===== src/rtl/alu_pkg.sv =====
// Shared definitions for the ALU command sequencer and its command FIFO.
//
// Contents:
//   S0..S5       state encodings of the downstream ALU controller (mirrored on dbg_state)
//   OP_ADD/SUB   operation encodings carried in a command and driven onto the bus in LDM
//   CMD_W/cmd_t  command layout {op, a, b}, 9 bits
//   seq_state_e  sequencer states; CAP has no controller state of its own and mirrors S1
//   mirror_state maps a sequencer state to the controller encoding it shadows
package alu_pkg;

    localparam logic [2:0] S0 = 3'd0;
    localparam logic [2:0] S1 = 3'd1;
    localparam logic [2:0] S2 = 3'd2;
    localparam logic [2:0] S3 = 3'd3;
    localparam logic [2:0] S4 = 3'd4;
    localparam logic [2:0] S5 = 3'd5;

    localparam logic OP_ADD = 1'b0;
    localparam logic OP_SUB = 1'b1;

    localparam int CMD_W = 9;

    typedef struct packed {
        logic       op;
        logic [3:0] a;
        logic [3:0] b;
    } cmd_t;

    typedef enum logic [2:0] {
        ST_RST0 = S0,
        ST_IDLE = S1,
        ST_LDA  = S2,
        ST_LDB  = S3,
        ST_LDM  = S4,
        ST_LDC  = S5,
        ST_CAP  = 3'd6
    } seq_state_e;

    function automatic logic [2:0] mirror_state(input seq_state_e s);
        logic [2:0] enc;
        case (s)
            ST_CAP:  enc = S1;
            default: enc = s;
        endcase
        return enc;
    endfunction

endpackage


===== src/rtl/cmd_fifo.sv =====
// Command FIFO for the ALU command sequencer.
//
// Parameters:
//   DEPTH     number of entries; 2 or 4 (power of two so the pointers wrap naturally)
// Ports:
//   clk       clock, rising edge
//   reset     asynchronous, active-high; empties the FIFO
//   wr_valid  write offered
//   wr_data   command {op, a, b}
//   wr_ready  FIFO not full
//   rd_pop    remove the head entry
//   rd_data   head entry (valid while !empty)
//   empty     FIFO holds no entries
module cmd_fifo
    import alu_pkg::*;
#(
    parameter int DEPTH = 2
) (
    input  logic             clk,
    input  logic             reset,
    input  logic             wr_valid,
    input  logic [CMD_W-1:0] wr_data,
    output logic             wr_ready,
    input  logic             rd_pop,
    output logic [CMD_W-1:0] rd_data,
    output logic             empty
);

    localparam int PTR_W = $clog2(DEPTH);
    localparam logic [PTR_W:0] FULL_COUNT = (PTR_W + 1)'(DEPTH);

    logic [CMD_W-1:0] mem [DEPTH];
    logic [PTR_W-1:0] wr_ptr;
    logic [PTR_W-1:0] rd_ptr;
    logic [PTR_W:0]   count;
    logic             full;
    logic             push;
    logic             pop;

    assign full     = (count == FULL_COUNT);
    assign empty    = (count == '0);
    assign wr_ready = !full;
    // A full FIFO refuses a write even when the head is popped in the same
    // cycle, so cmd_ready never depends on the pop decision.
    assign push     = wr_valid && !full;
    assign pop      = rd_pop && !empty;
    assign rd_data  = mem[rd_ptr];

    // NOTE: sequential state uses non-blocking assignments so every register
    // samples the pre-edge values of the others, independent of block order.
    always_ff @(posedge clk or posedge reset) begin
        if (reset) begin
            wr_ptr <= '0;
            rd_ptr <= '0;
            count  <= '0;
        end else begin
            if (push) wr_ptr <= wr_ptr + 1'b1;
            if (pop)  rd_ptr <= rd_ptr + 1'b1;
            case ({push, pop})
                2'b10:   count <= count + 1'b1;
                2'b01:   count <= count - 1'b1;
                default: count <= count;
            endcase
        end
    end

    // NOTE: the storage array has no reset; validity is defined solely by the
    // pointers and count, so stale contents are never observed.
    always_ff @(posedge clk) begin
        if (push) mem[wr_ptr] <= wr_data;
    end

endmodule


===== src/rtl/alu_cmd_seq.sv =====
// ALU command sequencer. Queues {op, a, b} commands and walks the downstream
// ALU controller through load-A, load-B, load-mode, compute and capture,
// shadowing the controller state in lock-step. The result is returned on a
// valid/ready response port.
//
// Parameters:
//   FIFO_DEPTH  command FIFO entries; 2 or 4
// Ports:
//   clk, reset                 clock (rising edge); async active-high reset, shared with the controller
//   cmd_valid/cmd_ready        command handshake; cmd_op (0 add, 1 sub), cmd_a, cmd_b operands
//   ctl                        advance request to the ALU controller
//   bus_out/bus_oe             operand driven onto the shared bus and its enable (bus_out=0 when !bus_oe)
//   res_in/z_in/cout_in        controller C-register, zero flag and carry flag
//   rsp_valid/rsp_ready        response handshake; rsp_data, rsp_z, rsp_c result and flags
//   busy                       sequence in flight or commands queued
//   dbg_state                  mirrored controller state encoding
module alu_cmd_seq
    import alu_pkg::*;
#(
    parameter int FIFO_DEPTH = 2
) (
    input  logic       clk,
    input  logic       reset,
    input  logic       cmd_valid,
    output logic       cmd_ready,
    input  logic       cmd_op,
    input  logic [3:0] cmd_a,
    input  logic [3:0] cmd_b,
    output logic       ctl,
    output logic [3:0] bus_out,
    output logic       bus_oe,
    input  logic [3:0] res_in,
    input  logic       z_in,
    input  logic       cout_in,
    output logic       rsp_valid,
    input  logic       rsp_ready,
    output logic [3:0] rsp_data,
    output logic       rsp_z,
    output logic       rsp_c,
    output logic       busy,
    output logic [2:0] dbg_state
);

    seq_state_e state;
    cmd_t       head;
    logic       fifo_empty;
    logic       pop;
    logic       rsp_free;
    logic       go_rst0;
    logic       go_idle;

    cmd_fifo #(
        .DEPTH (FIFO_DEPTH)
    ) u_cmd_fifo (
        .clk      (clk),
        .reset    (reset),
        .wr_valid (cmd_valid),
        .wr_data  ({cmd_op, cmd_a, cmd_b}),
        .wr_ready (cmd_ready),
        .rd_pop   (pop),
        .rd_data  (head),
        .empty    (fifo_empty)
    );

    // The response register counts as free when empty or being drained this
    // cycle, so back-to-back commands lose no cycle waiting for it.
    assign rsp_free = !rsp_valid || rsp_ready;
    assign go_rst0  = (state == ST_RST0) && !fifo_empty;
    assign go_idle  = (state == ST_IDLE) && !fifo_empty && rsp_free;
    assign pop      = (state == ST_CAP);

    // ctl is a decode rather than a register: in RST0/IDLE it must follow the
    // same-cycle FIFO and response status, and the controller advances on it
    // at the very edge our own state advances, which keeps the mirror exact.
    assign ctl = go_rst0 || go_idle ||
                 (state inside {ST_LDA, ST_LDB, ST_LDM});

    assign busy      = !(state inside {ST_RST0, ST_IDLE}) || !fifo_empty;
    assign dbg_state = mirror_state(state);

    // The bus drive is registered from the next state; the head entry stays
    // put from IDLE until the pop in CAP, so loading it one edge early is safe.
    always_ff @(posedge clk or posedge reset) begin
        if (reset) begin
            state     <= ST_RST0;
            bus_oe    <= 1'b0;
            bus_out   <= '0;
            rsp_valid <= 1'b0;
            rsp_data  <= '0;
            rsp_z     <= 1'b0;
            rsp_c     <= 1'b0;
        end else begin
            if (rsp_valid && rsp_ready) rsp_valid <= 1'b0;

            case (state)
                ST_RST0: begin
                    if (go_rst0) state <= ST_IDLE;
                end
                ST_IDLE: begin
                    if (go_idle) begin
                        state   <= ST_LDA;
                        bus_oe  <= 1'b1;
                        bus_out <= head.a;
                    end
                end
                ST_LDA: begin
                    state   <= ST_LDB;
                    bus_out <= head.b;
                end
                ST_LDB: begin
                    state   <= ST_LDM;
                    bus_out <= {3'b000, head.op};
                end
                ST_LDM: begin
                    state   <= ST_LDC;
                    bus_oe  <= 1'b0;
                    bus_out <= '0;
                end
                ST_LDC: begin
                    state <= ST_CAP;
                end
                ST_CAP: begin
                    // Entry to CAP required a free response register, so
                    // nothing pending is overwritten here.
                    state     <= ST_IDLE;
                    rsp_valid <= 1'b1;
                    rsp_data  <= res_in;
                    rsp_z     <= z_in;
                    rsp_c     <= cout_in;
                end
                default: begin
                    state <= ST_RST0;
                end
            endcase
        end
    end

endmodule


===== config.mk =====
export PLATFORM = sky130hd
export DESIGN_NAME = alu_cmd_seq
export DESIGN_NICKNAME = d
export VERILOG_FILES = /design/src/rtl/alu_pkg.sv /design/src/rtl/cmd_fifo.sv /design/src/rtl/alu_cmd_seq.sv
export SDC_FILE = /design/constraint.sdc
export NUM_CORES = 1
export LEC_CHECK = 0
export BUFFER_PORTS_ARGS = -buffer_cell sky130_fd_sc_hd__buf_2
export CELL_PAD_IN_SITES_DETAIL_PLACEMENT = 1
export CELL_PAD_IN_SITES_GLOBAL_PLACEMENT = 2
export CORE_UTILIZATION = 31
export DETAILED_ROUTE_END_ITERATION = 6
export GPL_TIMING_DRIVEN = 0
export PLACE_DENSITY_LB_ADDON = 0.1
export SYNTH_ARGS = -nofsm -noshare
export SYNTH_HDL_FRONTEND = slang
export SYNTH_SLANG_ARGS = --single-unit

===== constraint.sdc =====
create_clock -name clk -period 1.5 [get_ports clk]
set_input_delay 0.15 -clock clk [delete_from_list [all_inputs] [get_ports clk]]
set_output_delay 0.15 -clock clk [all_outputs]
set_load 0.05 [all_outputs]

# --- Word level (Yosys, flattened, before mapping) ---
# Memories as Yosys holds them, arrays and structs flattened.
# Index checks and enable logic that the tools add are counted.
word_totals:
  ff_bits: 19
  n_memories: 1
  output_inout_bits: 18
  inputBits: 19
  mem_bits_rw: 18
  word_cells: 64
  latchBits: 0
  romBits: 0
classes:
  multipliers: 0
  n_shift: 0
  bitwise: 0
  reduce_logical: 25
  n_mux: 13
  n_lt_le_gt_ge: 0
  addsub: 4
  div_mod_pow: 0
  n_eq_ne: 11
memory_table:
  columns: ["name", "words", "word_bits", "rd", "rd_clocked_by_memory_dff", "wr", "line_no", "text"]
  rows:
  - ["u_cmd_fifo.mem", 2, 9, 1, 0, 1, "cmd_fifo.sv:32", "logic [CMD_W-1:0] mem [DEPTH];"]
ops:
  columns: ["cell", "n"]
  rows:
  - ["3-bit one-hot mux with 7 select lines", 1]
  - ["4-bit one-hot mux with 4 select lines", 1]
  - ["3-bit equality test (second input constant)", 3]
  - ["3-bit two-way mux", 3]
  - ["2-bit nonzero test", 4]
  - ["3-bit by 2-bit equality test with 1-bit output (second input constant)", 2]
  - ["1-bit logical AND", 6]
  - ["2-bit AND reduction", 3]
  - ["1-bit two-way mux", 5]
  - ["2-bit equality test (second input constant)", 2]
  - ["1-bit zero test", 4]
  - ["1-bit logical OR", 4]
  - ["4-bit two-way mux", 1]
  - ["2-bit != test (second input constant)", 2]
  - ["2-bit one-hot mux with 2 select lines", 1]
  - ["4-bit nonzero test", 1]
  - ["3-bit by 1-bit equality test with 1-bit output (second input constant)", 1]
  - ["3-bit zero test", 1]
  - ["3-bit nonzero test", 1]
  - ["1-bit adder (second input constant)", 2]
  - ["2-bit by 1-bit adder with 2-bit output (second input constant)", 1]
  - ["2-bit by 1-bit equality test with 1-bit output (second input constant)", 1]
  - ["2-bit zero test", 1]
  - ["1-bit one-hot mux with 2 select lines", 1]
  - ["2-bit by 1-bit subtractor with 2-bit output (second input constant)", 1]

# --- Depth between registers and ports, before layout ---
depth:
  ltp_word: 6
  depth_mapped: 7
  depth_no_buf: 7

# --- Modules after synthesis ---
# A second synthesis with hierarchy kept.
unflattened:
  cells_unflattened: 109
  hier_area_um2: 1584.0
modules_own_cells:
  columns: ["module", "instances", "area_each_um2", "cells_per_inst", "seq_area_each_um2"]
  rows:
  - ["cmd_fifo", 1, 850.8, 46, 640.6]
  - ["alu_cmd_seq", 1, 733.2, 63, 375.4]

# --- Least setup slack after synthesis ---
# Ideal clock, no wire load.
synth_path:
  path_type: "register to output"
  startpoint: "reg state[0]"
  endpoint: "out ctl"
  arrival_ns: 2.467
  n_path_buf: 1
  path_stages_with_launch: 3
  required_time_ns: 1.350
  path_slack_ns: -1.117
  path_cell_list: "dfrtp_1 clkbuf_1 o311ai_0"
synth_via:
  elab_chain_len: 5
  elab_cells_between_ends: 11
  classes_between: "eq/ne: 4; reduce/logical: 7"
synth_rtl:
  columns: ["item", "line_no", "text"]
  rows:
  - ["start, declared", "alu_cmd_seq.sv:44", "seq_state_e state;"]
  - ["start signal, assigned", "alu_cmd_seq.sv:85", "state <= ST_RST0;"]
  - ["start signal, assigned", "alu_cmd_seq.sv:97", "if (go_rst0) state <= ST_IDLE;"]
  - ["start signal, assigned", "alu_cmd_seq.sv:101", "state <= ST_LDA;"]
  - ["3-bit by 1-bit equality test with 1-bit output", "alu_cmd_seq.sv:69", "assign go_idle = (state == ST_IDLE) && !fifo_empty && rsp_free;"]
  - ["1-bit logical AND (2 in series)", "alu_cmd_seq.sv:69", null]
  - ["1-bit logical OR", "alu_cmd_seq.sv:75", "assign ctl = go_rst0 || go_idle ||"]
  - ["1-bit logical OR (*)", "alu_cmd_seq.sv:75", null]
  - ["end, declared", "alu_cmd_seq.sv:29", "output logic ctl,"]
# Every way passes the cells marked *; elsewhere a longest branch is shown, timed or not.

# --- Worst setup path in the final report ---
layout_path:
  startpoint: "reg u_cmd_fifo.count[0]"
  endpoint: "out ctl"
layout_via:
  elab_chain_len: 6
  elab_cells_between_ends: 7
  classes_between: "reduce/logical: 7"
layout_rtl:
  columns: ["item", "line_no", "text"]
  rows:
  - ["start, declared", "cmd_fifo.sv:35", "logic [PTR_W:0] count;"]
  - ["start signal, assigned", "cmd_fifo.sv:60", "2'b10: count <= count + 1'b1;"]
  - ["start signal, assigned", "cmd_fifo.sv:61", "2'b01: count <= count - 1'b1;"]
  - ["start signal, assigned", "cmd_fifo.sv:62", "default: count <= count;"]
  - ["2-bit zero test (*)", "cmd_fifo.sv:41", "assign empty = (count == '0);"]
  - ["1-bit zero test (*)", "alu_cmd_seq.sv:68, alu_cmd_seq.sv:69", null]
  - ["1-bit logical AND (2 in series)", "alu_cmd_seq.sv:69", null]
  - ["1-bit logical OR (*) (2 in series)", "alu_cmd_seq.sv:75", null]
# Marked as above.

==> load_flow_metrics.sql <==
INSERT INTO impl_metrics (metric_group, metric, value, unit) VALUES
('placed_design', 'placed_inst_area', '1850', 'um^2'),
('critical_path', 'worstPathArrival', '1.64', 'ns'),
('timing', 'unrepaired_setup_endpoints_after_global_routing', 'true', ''),
('yosys', 'synth.top_cells.by_area', 'edfxtp_1 (35%), dfrtp_1 (30%), mux2i_1 (5.1%)', ''),
('floorplan', 'floorplan.initialDensity', '0.326', ''),
('detailed_routing', 'drt-vias-per-instance', '4.60', ''),
('timing', 'worstMarginPinSlew', '0.783', 'ns'),
('detailed_routing', 'drc_errors', '0', ''),
('clock_network', 'clock_latency', '0.28', 'ns'),
('detailed_routing', 'detail_route.iter0.violations', '42', ''),
('timing', 'layout_worst_path_cycle_share', '1.19', ''),
('job', 'cap_viol_max_count', '0', ''),
('layout', 'post_route_cells_drive_above_1_share', '0.534', ''),
('run_status', 'run_status', 'finished with violations', ''),
('detailed_routing', 'routedWlPerCell', '15.4', 'um'),
('critical_path', 'worstSetupPathType', 'flop to primary output', ''),
('grt', 'grt.overflow.total', '0', ''),
('clock_network', 'cts_max_path_buffers', '2', ''),
('clock_network', 'tritoncts', 'yes', ''),
('layout', 'final_design_area_no_fill', '2240', 'um^2'),
('min_path', 'holdCritPathClass', 'input pin to asynchronous set/reset pin', ''),
('floorplan', 'number_of_i_o_pins', '37', ''),
('yosys', 'yosysWarnings', '0', ''),
('placed_design', 'placed_cells_incl_taps', '216', ''),
('layout', 'fin_nets', '193', ''),
('yosys', 'netlist_area_pre_place', '1560', 'um^2'),
('timing', 'maxSlewHeadroom', '0.478', ''),
('detailed_routing', 'num_vias', '1108', ''),
('timing', 'setup_slack', '-0.289', 'ns'),
('layout', 'area_delta_synth_final', '44.0', '%'),
('clock_network', 'cts_hold_buf', '0', ''),
('floorplan', 'dieHeight', '72.9', 'um'),
('critical_path', 'biggest_fanout_along_the_worst_timing_path', '5', ''),
('clock_network', 'cts_htree_levels', '2', ''),
('floorplan', 'row_count', '25', ''),
('critical_path', 'worstSetupStartpointType', 'flop', ''),
('timing', 'max_freq', '559', 'MHz'),
('yosys', 'post-synth-top-area-fraction', '0.347', ''),
('floorplan', 'core', '4790', 'um^2'),
('critical_path', 'cp-end-kind', 'primary output', ''),
('layout', 'post-route-util', '0.469', ''),
('layout', 'n_antenna_cell', '0', ''),
('critical_path', 'critPathRequiredTime', '1.35', 'ns'),
('detailed_routing', 'detailedRoute.firstPassIterationCount', '4', ''),
('placed_design', 'placement.io_buffers', '36', ''),
('placed_design', 'hpwlAfterDp', '2400', 'um'),
('floorplan', 'die_w', '72.9', 'um'),
('grt', 'grt_pass1_vias', '1036', ''),
('timing', 'report.final.slew_viol_count', '0', ''),
('layout', 'final_cells', '241', ''),
('floorplan', 'dieArea', '5320', 'um^2'),
('yosys', 'synth_seq_cells', '37', ''),
('layout', 'highest_count_cells_in_the_layout_ignoring_fill_and_taps', 'buf_2 (32), edfxtp_1 (18), buf_4 (17)', ''),
('yosys', 'syn-instance-count', '113', ''),
('clock_network', 'clock_tree.root_cell', 'clkbuf_8', ''),
('timing', 'timing.hold.ws', '-0.000468', 'ns'),
('grt', 'global_route_wire_length_before_repair', '5400', 'um'),
('grt', 'grt_start_max_net_pins', '20', ''),
('yosys', 'ys_types', '32', ''),
('layout', 'mostFrequentLayoutCell', 'buf_2', ''),
('timing', 'finalSetupViolCount', '6', ''),
('yosys', 'synth_largest_area_cell', 'edfxtp_1', ''),
('clock_network', 'numCtsBuffers', '5', ''),
('run_status', 'failing_checks', 'negative hold slack, negative setup slack', ''),
('detailed_routing', 'ant_nets', '0', ''),
('placed_design', 'finalWeightedCongestion', '0.678', ''),
('grt', 'antenna_found_initial', '0', ''),
('timing', 'finalWorstPathRequiredPeriod', '1.79', 'ns'),
('detailed_routing', 'drt_wl_total', '3710', 'um'),
('yosys', 'synth.avg_cell_area', '13.8', 'um^2'),
('clock_network', 'cts.sinks', '37', ''),
('yosys', 'mappedNetlistNets', '133', ''),
('yosys', 'synth-seq-area-share', '0.652', ''),
('clock_network', 'clk_pin_slew', '0.08', 'ns'),
('timing', 'clock_skew', '0.00239', 'ns'),
('timing', 'finalHoldViolations', '1', ''),
('grt', 'globalRouteTotalUtil', '0.140', '');
==> per-stage QoR <==
stage	hold slack [ns]	setup slack (ns)	TNS [ns]
2_1_floorplan	0.101	-0.0798	-0.0798
3_5_place_dp	0.335	-0.246	-1.02
3_3_place_gp	0.317	-0.198	-0.640
6_report	-0.000468	-0.289	-0.443
4_1_cts	0.0200	-0.333	-0.477
5_1_grt	0.0332	-0.350	-1.32
==> cells by family (layout without fill, tap and decap cells) <==
group,count (synthesis),count (layout),share of synthesized area
flops,37,37,0.652
simple gates,27,27,0.100
compound gates,21,21,0.0907
mux,15,15,0.102
buf+inv,7,68,0.0193
xor+xnor,5,5,0.0281
fa+ha+maj,1,1,0.00802
==> synth_stat cells <==
| cell | instances |
|---|---|
| a211oi_2 | 1 |
| a21boi_0 | 1 |
| a21oi_1 | 8 |
| and3_1 | 1 |
| buf_2 | 3 |
| clkbuf_1 | 1 |
| dfrtp_1 | 19 |
| edfxtp_1 | 18 |
| ha_1 | 1 |
| inv_1 | 2 |
| inv_2 | 1 |
| mux2_2 | 7 |
| mux2i_1 | 8 |
| nand2_1 | 6 |
| nand2b_1 | 4 |
| nand3_1 | 1 |
| nor2_1 | 5 |
| nor2_2 | 1 |
| nor2b_1 | 2 |
| nor3_1 | 4 |
| nor4_1 | 1 |
| nor4b_4 | 1 |
| o211ai_1 | 1 |
| o21ai_0 | 3 |
| o21ai_1 | 1 |
| o22ai_1 | 1 |
| o311ai_0 | 1 |
| o32a_1 | 3 |
| o32ai_1 | 1 |
| or4b_1 | 1 |
| xnor2_1 | 3 |
| xor2_1 | 2 |
==> layer usage <==
layer / global-route usage / part of all wire
met5: 0 / 0
met4: 0.0458 / 0.011
met3: 0.0414 / 0.029
met2: 0.209 / 0.51
met1: 0.196 / 0.45
==> registers in the layout (all words and copies together), names as in the netlist <==
| signal | cells |
|---|---|
| u_cmd_fifo.count | 2 |
| rsp_valid | 1 |
| bus_oe | 1 |
| rsp_c | 1 |
| rsp_z | 1 |
| u_cmd_fifo.mem | 18 |
| bus_out | 4 |
| state | 3 |
| u_cmd_fifo.rd_ptr | 1 |
| u_cmd_fifo.wr_ptr | 1 |
| rsp_data | 4 |
==> repair_timing <==
| action | in CTS | in global routing |
|---|---|---|
| pin swaps | 4 | 3 |
| setup buffers | 5 | 11 |
| gates resized for setup | 25 | 10 |
| setup endpoints to repair | 13 | 12 |
| gates cloned | 0 | 1 |
==> worst paths after layout <==
path,from,end,slack [ns],cells past startpoint
min in group clk,cmd_b[3],u_cmd_fifo.mem[1][3],0.05,1
min reg2reg,rsp_data[1],rsp_data[1],0.50,1
max in group asynchronous,reset,u_cmd_fifo.count[0],0.96,2
min,reset,rsp_data[2],-0.0005,2
max reg2reg,state[2],bus_out[0],-0.05,6
max,u_cmd_fifo.count[0],ctl,-0.29,4
==> worst max-delay path, stage by stage, from the launching register on <==
cell	delay (ns)
dfrtp_2	0.43
nor2_4	0.05
or4b_4	0.56
o311ai_4	0.11
buf_6	0.20
==> final cells by class <==
type / instances / area [um^2]
fillers: 526 / 2540
plain buffers: 4 / 27.5
well taps: 67 / 83.8
repair buffers: 53 / 343
clock inverters: 3 / 65.1
multi-input cells: 69 / 623
clock buffers: 5 / 68.8
inverters: 3 / 13.8
flip-flops and latches: 37 / 1020
Power is left out: the tool's default activity adds up to more than one toggle a clock period on the data nets, which glitch-free logic cannot reach.
